===== src/rtl/mult_rr_sched.sv =====
// Two-requester round-robin front end for a shared 8-bit shift-add
// signed multiplier datapath (register unit plus 9-bit adder).
module mult_rr_sched #(
  parameter int N_BITS = 8
) (
  input  logic                Clk,
  input  logic                Reset,
  input  logic                req0,
  input  logic [N_BITS-1:0]   mcand0,
  input  logic [N_BITS-1:0]   mplier0,
  input  logic                req1,
  input  logic [N_BITS-1:0]   mcand1,
  input  logic [N_BITS-1:0]   mplier1,
  output logic                gnt0,
  output logic                gnt1,
  output logic                done0,
  output logic                done1,
  output logic [2*N_BITS-1:0] result,
  output logic                busy,
  output logic [N_BITS-1:0]   dp_sw,
  output logic                Clr_A_X,
  output logic                Ld_B,
  output logic                Ld_A_X,
  output logic                Shift_En,
  output logic                SUBTRACT,
  input  logic                M,
  input  logic [N_BITS-1:0]   A_in,
  input  logic [N_BITS-1:0]   B_in
);

  localparam int CW = $clog2(N_BITS + 1);
  localparam logic [CW-1:0] LAST = CW'(N_BITS - 1);
  localparam logic [CW-1:0] FULL = CW'(N_BITS);

  typedef enum logic [2:0] {
    IDLE,
    LOAD,
    ADD,
    SHIFT,
    DONE
  } state_t;

  state_t              state;
  logic                ptr;
  logic                win;
  logic [N_BITS-1:0]   mc;
  logic [CW-1:0]       cnt;
  logic [CW-1:0]       cnt_inc;
  logic                any_req;
  logic                pick;

  assign any_req = req0 | req1;
  assign pick    = (req0 & req1) ? ptr : req1;
  assign cnt_inc = cnt + 1'b1;

  // The add decision follows B[0] live, so it cannot be registered.
  assign Ld_A_X  = (state == ADD) & M;

  always_ff @(posedge Clk or negedge Reset) begin
    if (!Reset) begin
      state    <= IDLE;
      ptr      <= 1'b0;
      win      <= 1'b0;
      mc       <= '0;
      cnt      <= '0;
      result   <= '0;
      busy     <= 1'b0;
      dp_sw    <= '0;
      gnt0     <= 1'b0;
      gnt1     <= 1'b0;
      done0    <= 1'b0;
      done1    <= 1'b0;
      Clr_A_X  <= 1'b0;
      Ld_B     <= 1'b0;
      Shift_En <= 1'b0;
      SUBTRACT <= 1'b0;
    end else begin
      gnt0     <= 1'b0;
      gnt1     <= 1'b0;
      done0    <= 1'b0;
      done1    <= 1'b0;
      Clr_A_X  <= 1'b0;
      Ld_B     <= 1'b0;
      Shift_En <= 1'b0;
      SUBTRACT <= 1'b0;
      unique case (state)
        IDLE: begin
          if (any_req) begin
            win     <= pick;
            mc      <= pick ? mcand1 : mcand0;
            dp_sw   <= pick ? mplier1 : mplier0;
            gnt0    <= ~pick;
            gnt1    <= pick;
            Clr_A_X <= 1'b1;
            Ld_B    <= 1'b1;
            busy    <= 1'b1;
            cnt     <= '0;
            state   <= LOAD;
          end
        end
        LOAD: begin
          cnt      <= '0;
          dp_sw    <= mc;
          SUBTRACT <= (LAST == '0);
          state    <= ADD;
        end
        ADD: begin
          Shift_En <= 1'b1;
          state    <= SHIFT;
        end
        SHIFT: begin
          cnt <= cnt_inc;
          if (cnt_inc == FULL) begin
            state <= DONE;
          end else begin
            // Last partial product is the sign bit: subtract it.
            SUBTRACT <= (cnt_inc == LAST);
            state    <= ADD;
          end
        end
        DONE: begin
          result <= {A_in, B_in};
          done0  <= ~win;
          done1  <= win;
          ptr    <= ~win;
          busy   <= 1'b0;
          state  <= IDLE;
        end
        default: state <= IDLE;
      endcase
    end
  end

endmodule


===== config.mk =====
export PLATFORM = sky130hd
export DESIGN_NAME = mult_rr_sched
export DESIGN_NICKNAME = d
export VERILOG_FILES = /design/src/rtl/mult_rr_sched.sv
export SDC_FILE = /design/constraint.sdc
export NUM_CORES = 1
export LEC_CHECK = 0
export ABC_AREA = 1
export ABC_CLOCK_PERIOD_IN_PS = 2050
export BUFFER_PORTS_ARGS = -buffer_cell sky130_fd_sc_hd__buf_2
export CAP_MARGIN = 20
export CORE_MARGIN = 2
export CORE_UTILIZATION = 35
export CTS_CLUSTER_DIAMETER = 50
export DETAILED_ROUTE_END_ITERATION = 8
export PLACE_DENSITY = 0.68
export SKIP_CTS_REPAIR_TIMING = 1
export SLEW_MARGIN = 20
export SYNTH_ARGS = -nofsm -noshare
export SYNTH_HDL_FRONTEND = slang
export SYNTH_SLANG_ARGS = --single-unit

===== constraint.sdc =====
create_clock -name Clk -period 2.05 [get_ports Clk]
set_input_delay 0.615 -clock Clk [delete_from_list [all_inputs] [get_ports Clk]]
set_output_delay 0.615 -clock Clk [all_outputs]
set_load 0.005 [all_outputs]

Yosys cells after proc, flatten, opt, wreduce, memory -nomap -nowiden --
Index checks and enable logic that the tools add are counted.
Operators by class: $add $sub $neg 1, eq/ne operators 7, bitwise gates (word level) 5, reduce and logical (&&, ||, !) cells 8, multiplexer cells 23
Operators with widths (number):
- 2-to-1 mux 8 bit | 3
- case mux 8 bit (2 select lines) | 1
- 2-to-1 mux 1 bit | 13
- case mux 3 bit (4 select lines) | 1
- case mux 4 bit (3 select lines) | 1
- AND reduction 2 bit | 4
- == test 3 x 2 -> 1 bit, second input constant | 2
- 2-to-1 mux 3 bit | 2
- adder 4 x 1 -> 4 bit, second input constant | 1
- == test 4 x 3 -> 1 bit, second input constant | 1
- == test 4 bit, second input constant | 1
- 2-to-1 mux 4 bit | 1
- nonzero test 2 bit | 2
- == test 3 x 1 -> 1 bit, second input constant | 1
- == test 3 bit, second input constant | 1
- zero test 3 bit | 1
- nonzero test 3 bit | 1
- bitwise AND 1 bit | 2
- inequality test 2 bit, second input constant | 1
- inverter 1 bit | 2
- case mux 1 bit (2 select lines) | 1
- OR 1 bit | 1
Word-level totals: flip-flop bits (word level) 49, bits of input ports 53, logic and storage cells 59, output and inout bits 34

Depth between registers and ports, before layout --
depth after elaboration 5, gate-level depth with buffers 7, depth with buffers taken out 7

Worst setup path before layout --
Ideal clock, no wire load.
kind input -> register, from input port req1, to register dp_sw[0], setup time 0.125 ns, stages 5, required time 1.925 ns, setup slack 0.680 ns, arrival 1.246 ns, path through nor2_1 > nor2_8 > buf_6 > nand3_1 > nand3_1
Between the ends: cells in the longest elaborated chain, start to end 5
Ends and longest elaborated chain:
- start: declaration | line 11 | input logic req1,
- bitwise AND 1 bit | line 53 | assign pick = (req0 & req1) ? ptr : req1;
- 2-to-1 mux 1 bit | line 53
- 2-to-1 mux 8 bit | line 91 | dp_sw <= pick ? mplier1 : mplier0;
- 2-to-1 mux 8 bit | line 88 | if (any_req) begin
- case mux 8 bit (2 select lines) | line 86 | unique case (state)
- end signal: assignment | line 91
- end signal: assignment | line 103 | dp_sw <= mc;
- end: declaration | line 20 | output logic [N_BITS-1:0] dp_sw,
Several ways; a longest one is shown, not always the timed one. The select of a mux whose other input is x is not followed. A chain may end at the register's enable or synchronous reset.

Final worst setup path --
from register state[0], to output port Ld_A_X
Between the ends: cells in the longest elaborated chain, start to end 2
Ends and longest elaborated chain:
- start: declaration | line 43 | state_t state;
- start signal: assignment | line 61 | state <= IDLE;
- start signal: assignment | line 98 | state <= LOAD;
- start signal: assignment | line 105 | state <= ADD;
- == test 3 x 2 -> 1 bit | line 57 | assign Ld_A_X = (state == ADD) & M;
- bitwise AND 1 bit | line 57
- end: declaration | line 23 | output logic Ld_A_X,
Every way passes these cells.

==> results.md <==
- Unrepaired setup endpoints after global routing: no
- CTS Buffer Depth: 2
- Cells on worst reg2reg path: 4
- Average wire per cell in the routed design: 10.82 um
- H-Tree Depth: 2
- Synth Area in Compound Gates: 3.332%
- Met1 Track Usage GR: 18.95%
- Reg-to-Reg End: win
- Seq/Total Area, Yosys: about 54%
- Worst slew pin tran: ~450 ps
- CP top delay family: flip-flops
- First-pass GRT wire length: 8190 um
- Worst slew margin: 69.84%
- GR peak layer: met2
- Status: finished, final reports clean
- DR DRC count: 0
- CTS tree: done
- Synth Area in Simple Gates: 32.55%
- CP max-delay cell: dfrtp_1
- Pwr Density: about 1000 nW/um^2
- Crit Path Class: reg -> out
- Core area: ~6300 um^2
- Drt total wl: slightly below 5000 um
- Cells after synthesis: 284
- R2r setup slk: ~650 ps
- Largest net degree at the start of global routing: 27
- Synth top area share: 53.52%
- Post-synthesis adder-cell area fraction: 1.092%
- Die ar.: about 7000 um^2
- Setup-failing EPs final: 0
- CP cell instances: nor2_1, nand2_1, nor2_1, buf_2
- Ports: 87
- Crit path DAT: between 1000 and 1500 ps
- GR Util met2: 22.98%
- CP Capture Type: primary output
- Peak VDD IR: 0.4044 mV
- Min cycle time layout: approximately 1800 ps
- Initial Utilization: 36.08%
- CP max stage delay: 460 ps
- Final period util: 89.27%
- Hold Slack: 253.2 ps
- Worst-skew pair later-pin latency: 300 ps
- DRT Pass-1 Iters: 4
- Die Y: approximately 85 um
- Main combinational cell family by area after synthesis: simple AND/OR/NAND/NOR gates
- Setup_tns: 0 ps
- Skew final: 4.984 ps
- CP bufs+invs: 1
- Row Count: 29
- Via count: 1986
- XOR/XNOR Fraction of Synth Area: 0%
- Total CTS buffers: 5
- DRT antenna net count: 0
- Worst hold path class: in -> async
- Final GP Congestion: 0.7728
- Synth area leader: dfrtp_1
- Initial antenna violation count: 0
- Top cells by area, synth: dfrtp_1 (54%), nand2_1 (17%), nand3_1 (7.9%), inv_1 (5.7%), nor2_1 (3.1%)
- Ys Warns: 0
- Startpoint Class: flop
- Post-Syn Nets: 339
- Mux contribution to synthesized area: 0%
- Fmax: 546.4 MHz
- Commonest non-fill, non-tap cells in the layout: nand2_1 (103), buf_2 (86), dfrtp_1 (49)
- Count of cell types in the netlist: 23
- Max cap viols: 0
- Post-synthesis register bit count: 49
- CTS clk-pin slew, worst paths: about 80 ps
- Lkg Pwr: about 1.6 nW
- Area growth syn-to-layout: 25.94%
- Number of placed cells counting well taps: 440
- Most common cell after layout, fill and taps aside: nand2_1
- Number of buffers added on ports: 86
- Cell repeated most along the worst path: nor2_1
- Final HPWL DP: 3748 um
- Gr ovfl total: 0
- Vias in the first global route: 1796
- Dpl ws: 333.6 ps
- Layout Cells excl Fill: ~450
- Worst EP required: 1430 ps
- 1st-iter DRT viols: 64
- Post-Syn Area: 2291 um^2
- Via-per-instance ratio: between 4 and 5
- Setup ws final: 220.0 ps
- Fin. max-slew vios: 0
- Die W: about 85 um
- Root Buffer: clkbuf_8
- Met3 track demand over resource: approximately 3.3%
- CTS Sinks: 49
- Final hold violation count: 0
- Fraction of layout cells with a size suffix above 1: a little under a third
- Crit Path Max Fanout: 4
- Overall Global Routing Usage: approximately 14%
- Mean Syn Cell Area: 8.067 um^2
- Antenna diodes: 0
- RR Startpoint: state[0]
- Nets: 425
-- per-layer routing --
metal | up-vias | wire, um
li1 | 1037 | -
met1 | 878 | 2280
met2 | 66 | 2178
met3 | 5 | 320
met4 | 0 | 57
met5 | - | 0
-- stage by stage --
step / area (um^2) / util, % / power, mW
4_1_cts: 2885 / 45.44 / 2.933
3_3_place_gp: 2781 / 43.80 / 2.249
2_1_floorplan: 2291 / - / 1.961
6_report: 2885 / 45.44 / 2.890
3_5_place_dp: 2781 / 43.80 / 2.270
5_1_grt: 2885 / 45.44 / 3.131
-- worst register-to-register path, cell delays in order, from the launching register on --
cell	delay [ps]
dfrtp_1	460
nor2_4	160
nand3_2	360
nor2_1	240
a21oi_1	60
-- synth_stat cells --
library cell and n:
nand2_1 103, a21oi_1 2, inv_1 35, nor2_4 1, o21ai_1 7, nand2_4 1, ha_1 2, nor2_8 1
buf_2 3, nor2_2 1, inv_2 4, nand2_2 4, nand3_2 2, a21boi_0 1, nand3_1 36, nand4_1 1
nor2_1 19, buf_6 1, dfrtp_1 49, buf_4 6, nand3b_1 1, o21ai_0 3, o21ai_2 1
-- final cells by class --
class	count	area [um^2]
Clock buffer	5	68.82
Clock inverter	2	35.03
Fill cell	640	3465
Inverter	39	146.4
Multi-Input combinational cell	186	847.1
Sequential cell	49	1226
Tap cell	77	96.34
Timing Repair Buffer	89	465.4
-- cell families (layout without fill, tap and decap cells) --
family                   after synthesis  in the layout
buffers and inverters                 49            135
AND/OR/NAND/NOR                      170            170
flip-flops                            49             49
adder cells (fa/ha/maj)                2              2
AO/OA/AOI/OAI                         14             14
-- power breakdown --
part	internal [mW]	switching, mW	total, mW
Combinational	0.355	0.515	0.870
Clock	0.355	0.305	0.659
Sequential	1.20	0.157	1.36
Total	1.91	0.977	2.89
-- how the worst max path moves through the flow --
stage,start,slack (ps),depth (start not counted),endpoint
2_1_floorplan,req1,680,5,dp_sw[0]
3_3_place_gp,req1,350,6,win
3_5_place_dp,req1,330,6,win
4_1_cts,state[0],190,4,Ld_A_X
5_1_grt,state[0],50,4,Ld_A_X
6_report,state[0],220,4,Ld_A_X
-- flip-flops by register name, indices dropped and copies added, names as in the netlist, 3 cells and up --
signal / cells
dp_sw: 8
mc: 8
cnt: 4
state: 3
result: 16
(Power assumes the default switching activity.)
